--- src/rtl/dmem_arb_pkg.sv ---
// Shared definitions for the data-memory arbiter: FSM state encoding,
// requester port IDs and default geometry.
package dmem_arb_pkg;

  typedef logic [1:0] state_t;

  localparam state_t ST_IDLE   = 2'd0;
  localparam state_t ST_ACCESS = 2'd1;
  localparam state_t ST_RESP   = 2'd2;

  localparam logic PORT_CPU = 1'b0;
  localparam logic PORT_DMA = 1'b1;

  localparam int ADDR_W_DEF = 16;
  localparam int DATA_W_DEF = 16;
  localparam int DEPTH_DEF  = 1024;

endpackage

--- src/rtl/rr_arb2.sv ---
// Two-way round-robin pick. Combinational; the caller owns the last-grant
// register so the same picker can front any shared resource.
module rr_arb2
  import dmem_arb_pkg::*;
(
  input  logic i_req0,
  input  logic i_req1,
  input  logic i_last_grant,
  output logic o_valid,
  output logic o_winner
);

  // Lone requester wins; on a tie the port that did not win last time goes.
  always_comb begin
    o_valid  = i_req0 | i_req1;
    o_winner = PORT_CPU;
    if (i_req0 && i_req1)
      o_winner = ~i_last_grant;
    else if (i_req1)
      o_winner = PORT_DMA;
  end

endmodule

--- src/rtl/dmem_arbiter.sv ---
// Round-robin arbiter sharing the single-port data memory between the CPU
// load/store stage (port 0) and the DMA/debug loader (port 1). Each access
// is a fixed IDLE -> ACCESS -> RESP transaction. Optional range check on the
// granted address is built when DMEM_ARB_RANGE_CHECK_EN is defined.
module dmem_arbiter
  import dmem_arb_pkg::*;
#(
  parameter int ADDR_W = ADDR_W_DEF,
  parameter int DATA_W = DATA_W_DEF,
  parameter int DEPTH  = DEPTH_DEF
) (
  input  logic              clock,
  input  logic              reset,
  input  logic              req0,
  input  logic              we0,
  input  logic [ADDR_W-1:0] addr0,
  input  logic [DATA_W-1:0] wdata0,
  output logic              ack0,
  output logic [DATA_W-1:0] rdata0,
  output logic              err0,
  input  logic              req1,
  input  logic              we1,
  input  logic [ADDR_W-1:0] addr1,
  input  logic [DATA_W-1:0] wdata1,
  output logic              ack1,
  output logic [DATA_W-1:0] rdata1,
  output logic              err1,
  output logic [ADDR_W-1:0] mem_addr,
  output logic              mem_read,
  output logic              mem_write,
  output logic [DATA_W-1:0] mem_wdata,
  input  logic [DATA_W-1:0] mem_rdata,
  output logic              busy
);

  state_t              r_state;
  state_t              w_next;
  logic                r_gnt;
  logic                r_last_grant;
  logic                r_ack0, r_ack1;
  logic                r_err0, r_err1;
  logic                r_oor;
  logic                r_mem_read, r_mem_write;
  logic [ADDR_W-1:0]   r_mem_addr;
  logic [DATA_W-1:0]   r_mem_wdata;
  logic                r_busy;

  logic                w_valid;
  logic                w_winner;
  logic                w_we;
  logic [ADDR_W-1:0]   w_addr;
  logic [DATA_W-1:0]   w_wdata;
  logic                w_oor;

  rr_arb2 u_rr (
    .i_req0       (req0),
    .i_req1       (req1),
    .i_last_grant (r_last_grant),
    .o_valid      (w_valid),
    .o_winner     (w_winner)
  );

  // Steer the winning port's command toward the memory registers.
  always_comb begin
    w_we    = w_winner ? we1    : we0;
    w_addr  = w_winner ? addr1  : addr0;
    w_wdata = w_winner ? wdata1 : wdata0;
  end

`ifdef DMEM_ARB_RANGE_CHECK_EN
  assign w_oor = (64'(w_addr) >= 64'(DEPTH));
`else
  assign w_oor = 1'b0;
`endif

  // State register.
  always_ff @(posedge clock) begin
    if (reset) r_state <= ST_IDLE;
    else       r_state <= w_next;
  end

  // Next-state: requests only matter in IDLE; the rest is a fixed walk.
  always_comb begin
    w_next = r_state;
    case (r_state)
      ST_IDLE:   if (w_valid) w_next = ST_ACCESS;
      ST_ACCESS: w_next = ST_RESP;
      ST_RESP:   w_next = ST_IDLE;
      default:   w_next = ST_IDLE;
    endcase
  end

  // Registered outputs: memory command issued leaving IDLE, dropped leaving
  // ACCESS (the memory acts on that edge), ack held for the RESP cycle.
  always_ff @(posedge clock) begin
    if (reset) begin
      r_gnt        <= PORT_CPU;
      r_last_grant <= PORT_DMA;
      r_ack0       <= 1'b0;
      r_ack1       <= 1'b0;
      r_err0       <= 1'b0;
      r_err1       <= 1'b0;
      r_oor        <= 1'b0;
      r_mem_read   <= 1'b0;
      r_mem_write  <= 1'b0;
      r_mem_addr   <= '0;
      r_mem_wdata  <= '0;
      r_busy       <= 1'b0;
    end else begin
      case (r_state)
        ST_IDLE: begin
          r_ack0 <= 1'b0;
          r_ack1 <= 1'b0;
          r_err0 <= 1'b0;
          r_err1 <= 1'b0;
          if (w_valid) begin
            r_gnt        <= w_winner;
            r_last_grant <= w_winner;
            r_mem_addr   <= w_addr;
            r_mem_wdata  <= w_wdata;
            r_mem_read   <= ~w_we & ~w_oor;
            r_mem_write  <=  w_we & ~w_oor;
            r_oor        <= w_oor;
            r_busy       <= 1'b1;
          end else begin
            r_mem_read  <= 1'b0;
            r_mem_write <= 1'b0;
          end
        end
        ST_ACCESS: begin
          r_mem_read  <= 1'b0;
          r_mem_write <= 1'b0;
          r_ack0      <= (r_gnt == PORT_CPU);
          r_ack1      <= (r_gnt == PORT_DMA);
          r_err0      <= (r_gnt == PORT_CPU) & r_oor;
          r_err1      <= (r_gnt == PORT_DMA) & r_oor;
          r_busy      <= 1'b1;
        end
        ST_RESP: begin
          r_ack0 <= 1'b0;
          r_ack1 <= 1'b0;
          r_err0 <= 1'b0;
          r_err1 <= 1'b0;
          r_busy <= 1'b0;
        end
        default: begin
          r_ack0      <= 1'b0;
          r_ack1      <= 1'b0;
          r_err0      <= 1'b0;
          r_err1      <= 1'b0;
          r_mem_read  <= 1'b0;
          r_mem_write <= 1'b0;
          r_busy      <= 1'b0;
        end
      endcase
    end
  end

  assign ack0      = r_ack0;
  assign ack1      = r_ack1;
  assign err0      = r_err0;
  assign err1      = r_err1;
  assign mem_addr  = r_mem_addr;
  assign mem_read  = r_mem_read;
  assign mem_write = r_mem_write;
  assign mem_wdata = r_mem_wdata;
  assign busy      = r_busy;

  // Read data is the memory's registered output, routed only to the acked
  // port; an errored access returns zero.
  assign rdata0 = (r_ack0 && !r_err0) ? mem_rdata : '0;
  assign rdata1 = (r_ack1 && !r_err1) ? mem_rdata : '0;

  // The granted requester must hold req until its ack has been seen.
  a_req0_held: assert property (@(posedge clock) disable iff (reset)
    (r_state != ST_IDLE && r_gnt == PORT_CPU) |-> req0);
  a_req1_held: assert property (@(posedge clock) disable iff (reset)
    (r_state != ST_IDLE && r_gnt == PORT_DMA) |-> req1);

  // Implemented depth must fit inside the address space.
  a_depth_fits: assert property (@(posedge clock)
    64'(DEPTH) <= (64'd1 << ADDR_W));

endmodule

--- config.mk ---
export PLATFORM = sky130hd
export DESIGN_NAME = dmem_arbiter
export DESIGN_NICKNAME = d
export VERILOG_FILES = /design/src/rtl/dmem_arb_pkg.sv /design/src/rtl/rr_arb2.sv /design/src/rtl/dmem_arbiter.sv
export SDC_FILE = /design/constraint.sdc
export NUM_CORES = 1
export LEC_CHECK = 0
export ABC_AREA = 0
export BUFFER_PORTS_ARGS = -buffer_cell sky130_fd_sc_hd__buf_2
export CAP_MARGIN = 20
export CORE_ASPECT_RATIO = 1.4
export CORE_MARGIN = 10
export CORE_UTILIZATION = 40
export CTS_CLUSTER_DIAMETER = 30
export CTS_CLUSTER_SIZE = 28
export DETAILED_ROUTE_END_ITERATION = 10
export GPL_TIMING_DRIVEN = 0
export HOLD_SLACK_MARGIN = 0.15
export PLACE_DENSITY = 0.8
export SLEW_MARGIN = 15
export SYNTH_ARGS = -nofsm -noshare
export SYNTH_HDL_FRONTEND = slang
export SYNTH_HIERARCHICAL = 1
export SYNTH_SLANG_ARGS = --single-unit
--- constraint.sdc ---
create_clock -name clock -period 1.8 [get_ports clock]
set_input_delay 0.09 -clock clock [delete_from_list [all_inputs] [get_ports clock]]
set_output_delay 0.09 -clock clock [all_outputs]
set_load 0.01 [all_outputs]
Word-level counts from Yosys, hierarchy flattened --
Cells that the tools add are included.
Storage, ports and cells: bits in registers 41
Cells by class: reductions and logical operators 4, bitwise operators 5, equality and inequality tests 3, muxes and demuxes 15
Operators with widths (count):
- $mux W16 | 4
- $mux W1 | 6
- $pmux W1 S2 | 3
- $not A1 Y1 | 4
- $pmux W2 S2 | 1
- $eq A2 B1 Y1 const B | 1
- $eq A2 B2 Y1 const B | 1
- $logic_not A2 Y1 | 1
- $mux W2 | 1
- $ne A2 B1 Y1 const B | 1
- $reduce_and A2 Y1 | 1
- $reduce_or A2 Y1 | 1
- $logic_and A1 B1 Y1 | 1
- $or A1 B1 Y1 | 1

Depth between registers and ports, before layout --
depth in word-level cells 6, gate-level depth with buffers 5

Hierarchy --
Netlist, hierarchy kept.
Modules (own cells, without submodules):
- dmem_arbiter | area each 2243.4 µm², times used 1, seq. area each 820.8 µm², cells each 207
- rr_arb2 | area each 13.8 µm², times used 1, seq. area each 0.0 µm², cells each 2

Worst setup path before layout --
Ideal clock, no wire load.
path type reg-to-reg, start point reg r_last_grant, end point reg r_mem_addr[1] (netlist: mem_addr[1]), path buffers 2, arrival 1272 ps, stages on the path, launching flop included 6, data required time 1658 ps, library setup time 142 ps, slack 386 ps, path through dfxtp_1 > a21boi_1 > buf_2 > buf_2 > mux2i_1 > o32ai_4
On the way: cells in the longest elaborated chain, start to end 3
RTL lines:
- from (decl) | line dmem_arbiter.sv:39 | logic r_last_grant;
- from (signal assigned) | line dmem_arbiter.sv:118 | r_last_grant <= w_winner;
- $not A1 Y1 | line rr_arb2.sv:18 | o_winner = ~i_last_grant;
- $mux W1 | line rr_arb2.sv:17 | if (i_req0 && i_req1)
- net w_winner | line dmem_arbiter.sv:49 | logic w_winner;
- $mux W16 | line dmem_arbiter.sv:66 | w_addr = w_winner ? addr1 : addr0;
- to (signal assigned) | line dmem_arbiter.sv:119 | r_mem_addr <= w_addr;
- to (decl) | line dmem_arbiter.sv:44 | logic [ADDR_W-1:0] r_mem_addr;
The timed path passes the listed nets, and every way through them passes these cells. A chain may end at the register's enable or synchronous reset.

Final worst setup path --
start point reg r_last_grant, end point reg r_mem_wdata[10] (netlist: mem_wdata[10])
On the way: cells in the longest elaborated chain, start to end 3
RTL lines:
- $not A1 Y1 | line rr_arb2.sv:18
- $mux W1 | line rr_arb2.sv:17
- net w_winner | line dmem_arbiter.sv:49
- $mux W16 | line dmem_arbiter.sv:67 | w_wdata = w_winner ? wdata1 : wdata0;
- to (signal assigned) | line dmem_arbiter.sv:120 | r_mem_wdata <= w_wdata;
- to (decl) | line dmem_arbiter.sv:45 | logic [DATA_W-1:0] r_mem_wdata;
The timed path passes the listed nets, and every way through them passes these cells.

==> metrics.yaml <==
layout:
  drive_above_1_share_pct: 47.4
  area_growth_pct: 73.1
  fin_nets: 524
  mostFrequentLayoutCells: "buf_2 (162), dlygate4sd3_1 (67), dfxtp_1 (41)"
  mostFrequentLayoutCell: "buf_2"
  fin_cells: 509
die:
  die_x_microns: 83.5
  die-area_sq_um: 9090
  start_util_pct: 41.1
  core_sq_um: 5490
  num_io_pins: 157
  rows: 32
  die_y_microns: 109
placed_design:
  portBuffers: 154
  post-dp-hpwl_microns: 5520
  gp_congestion: 0.710
  dp_cells: 432
worst_hold_path:
  min_path_type: "primary input to flip-flop"
logic_synthesis:
  avgSynthCellArea_sq_um: 10.8
  yosys.area_share.simple_pct: 12.7
  ys_warn_count: 6
  synth_top_family_by_area: "compound AO/OA/AOI/OAI gates"
  synth_compound_area_share_pct: 23.9
  synth_cells: 209
  yosysSeqAreaShare_pct: 36.4
  synthAdderAreaFrac_pct: 0
  ys_seq_elements: 41
  synthMuxAreaShare_pct: 15.5
  syn-cell-area_sq_um: 2260
  synth_xor_area_share_pct: 0
  synth_cell_types: 24
global_routing:
  overflow: 0
  grt_max_degree: 15
  antenna_found_initial: 2
  grt_pass1_wl_microns: 13400
  grt_pass1_vias: 2623
  track_usage_pct: 17.8
critical_path:
  crit_type: "flip-flop to flip-flop"
  critPathMaxFanout: 8
  start_kind: "flip-flop"
  endpoint_kind: "flip-flop"
  worstPathArrival_ps: 1820
  crit_required_ps: 1950
sta:
  fin_tns_setup_ps: 0
  rsz0062_at_grt: "no"
  skew_ps: 14.8
  setup_viol: 0
  finalHoldViolations: 0
  slew_headroom_pct: 48.4
  fmax_ghz: 0.599
  finalCritPeriodShare_pct: 92.7
  worst_pin_slew_ps: 774
  finalCriticalPeriod_ps: 1670
  maxSlewViolCount: 0
drt:
  wirelength_microns: 8410
  vias: 2377
  drc: 0
  dr.first_iter.drc_count: 69
  ant_nets: 0
  drtPass1Iterations: 4
  wire_per_inst_microns: 16.5
  vias_per_cell: 4.67
clocking:
  cts_made_buffers: 5
  cts_setup_buffers: 0
  clock_sinks: 41
  cts_root_buf: "clkbuf_8"
  cts_max_path_buffers: 2
  h-tree-depth: 2
  cts_tree: "built"
  clock_latency_ps: 290
  cts.clk_slew.worst_paths_ps: 90
power:
  irDropWorstVdd_mv: 0.522
  power.density_nw_per_um2: 659
  power_leakage_uw: 0.00191
run:
  cap_violations: 0
run_status:
  status: "completed"
-- report_power, final --
| part | total, uW | internal [uW] | switching [uW] |
|---|---|---|---|
| sequential | 1040 | 995 | 45.5 |
| clock | 741 | 416 | 325 |
| combinational | 793 | 416 | 377 |
-- state kept, by name, summed over array words and instances (netlist names) --
name,cells
r_last_grant,1
mem_read,1
ack1,1
busy,1
mem_wdata,16
ack0,1
mem_write,1
r_state,2
r_gnt,1
mem_addr,16
-- layout make-up --
| cell class | count | area, sq um |
|---|---|---|
| Timing Repair Buffer | 221 | 1440 |
| Antenna cell | 2 | 5.00 |
| Tap cell | 68 | 85.1 |
| Sequential cell | 41 | 821 |
| Inverter | 33 | 124 |
| Clock inverter | 3 | 43.8 |
| Buffer | 19 | 134 |
| Fill cell | 422 | 1580 |
| Multi-Input combinational cell | 117 | 1180 |
| Clock buffer | 5 | 68.8 |
-- cells by family after synthesis --
kind of cell	Yosys count
compound gates	35
buf+inv	52
other cells	1
mux	35
flops	41
simple gates	45
-- Yosys cell counts --
master | number | area, sq um
clkbuf_1 | 4 | 15.0
inv_1 | 33 | 124
nor3b_1 | 2 | 15.0
buf_6 | 1 | 11.3
o2bb2ai_2 | 1 | 15.0
dfxtp_1 | 41 | 821
nor2_1 | 2 | 7.51
mux2i_1 | 35 | 350
nand2b_1 | 2 | 12.5
buf_2 | 9 | 45.0
nor3b_2 | 1 | 12.5
a22o_1 | 1 | 8.76
buf_8 | 3 | 45.0
conb_1 | 1 | 3.75
and2_1 | 33 | 206
nor3_1 | 2 | 10.0
buf_4 | 2 | 15.0
or4b_1 | 1 | 10.0
o32ai_2 | 28 | 455
nor2b_1 | 1 | 6.26
a21boi_1 | 1 | 7.51
o32ai_1 | 3 | 26.3
or2_1 | 1 | 6.26
o32ai_4 | 1 | 27.5
-- stage by stage --
step / total power, uW / utilization (%) / setup slack [ps] / area [sq um] / hold slack, ps
after floorplan: 1470 / - / 386 / 2260 / 181
after global placement: 1710 / 56.8 / 206 / 3120 / 320
after detailed placement: 1730 / 56.8 / 176 / 3120 / 324
after CTS: 2590 / 71.1 / 66.5 / 3900 / 219
after global routing: 2700 / 71.2 / 25.7 / 3910 / 270
final: 2570 / 71.2 / 131 / 3910 / 220
-- path summary, 6_finish.rpt --
check,from,endpoint,slack [ps],depth (start not counted)
worst min register to register,r_gnt,ack0,430,1
worst min-delay path,req1,busy,220,4
worst max-delay path,r_last_grant,mem_wdata[10],130,5
worst max register to register,r_last_grant,mem_wdata[10],130,5
-- routing by layer --
metal / global-route usage, % / wire, microns / share of wire, % / vias to the layer above
li1: - / - / - / 1184
met4: 8.87 / 265 / 3.2 / 0
met2: 33.2 / 4510 / 54 / 107
met3: 6.34 / 735 / 8.7 / 18
met5: 0 / 0 / 0 / -
met1: 17.2 / 2900 / 34 / 1068
-- critical path, stage by stage (launching register included) --
cell and delay [ps]:
dfxtp_1 320, a21boi_1 140, clkbuf_4 240, mux2i_1 200
dlygate4sd3_1 570, o32ai_1 60
-- what timing repair did --
item | 4_1_cts | 5_1_grt
endpoints found under the setup margin | 0 | 1
gates resized for setup | 0 | 1
endpoints found under the hold margin | 35 | 0
hold buffers | 67 | 0
No activity file was read; power rests on OpenSTA's default activity.
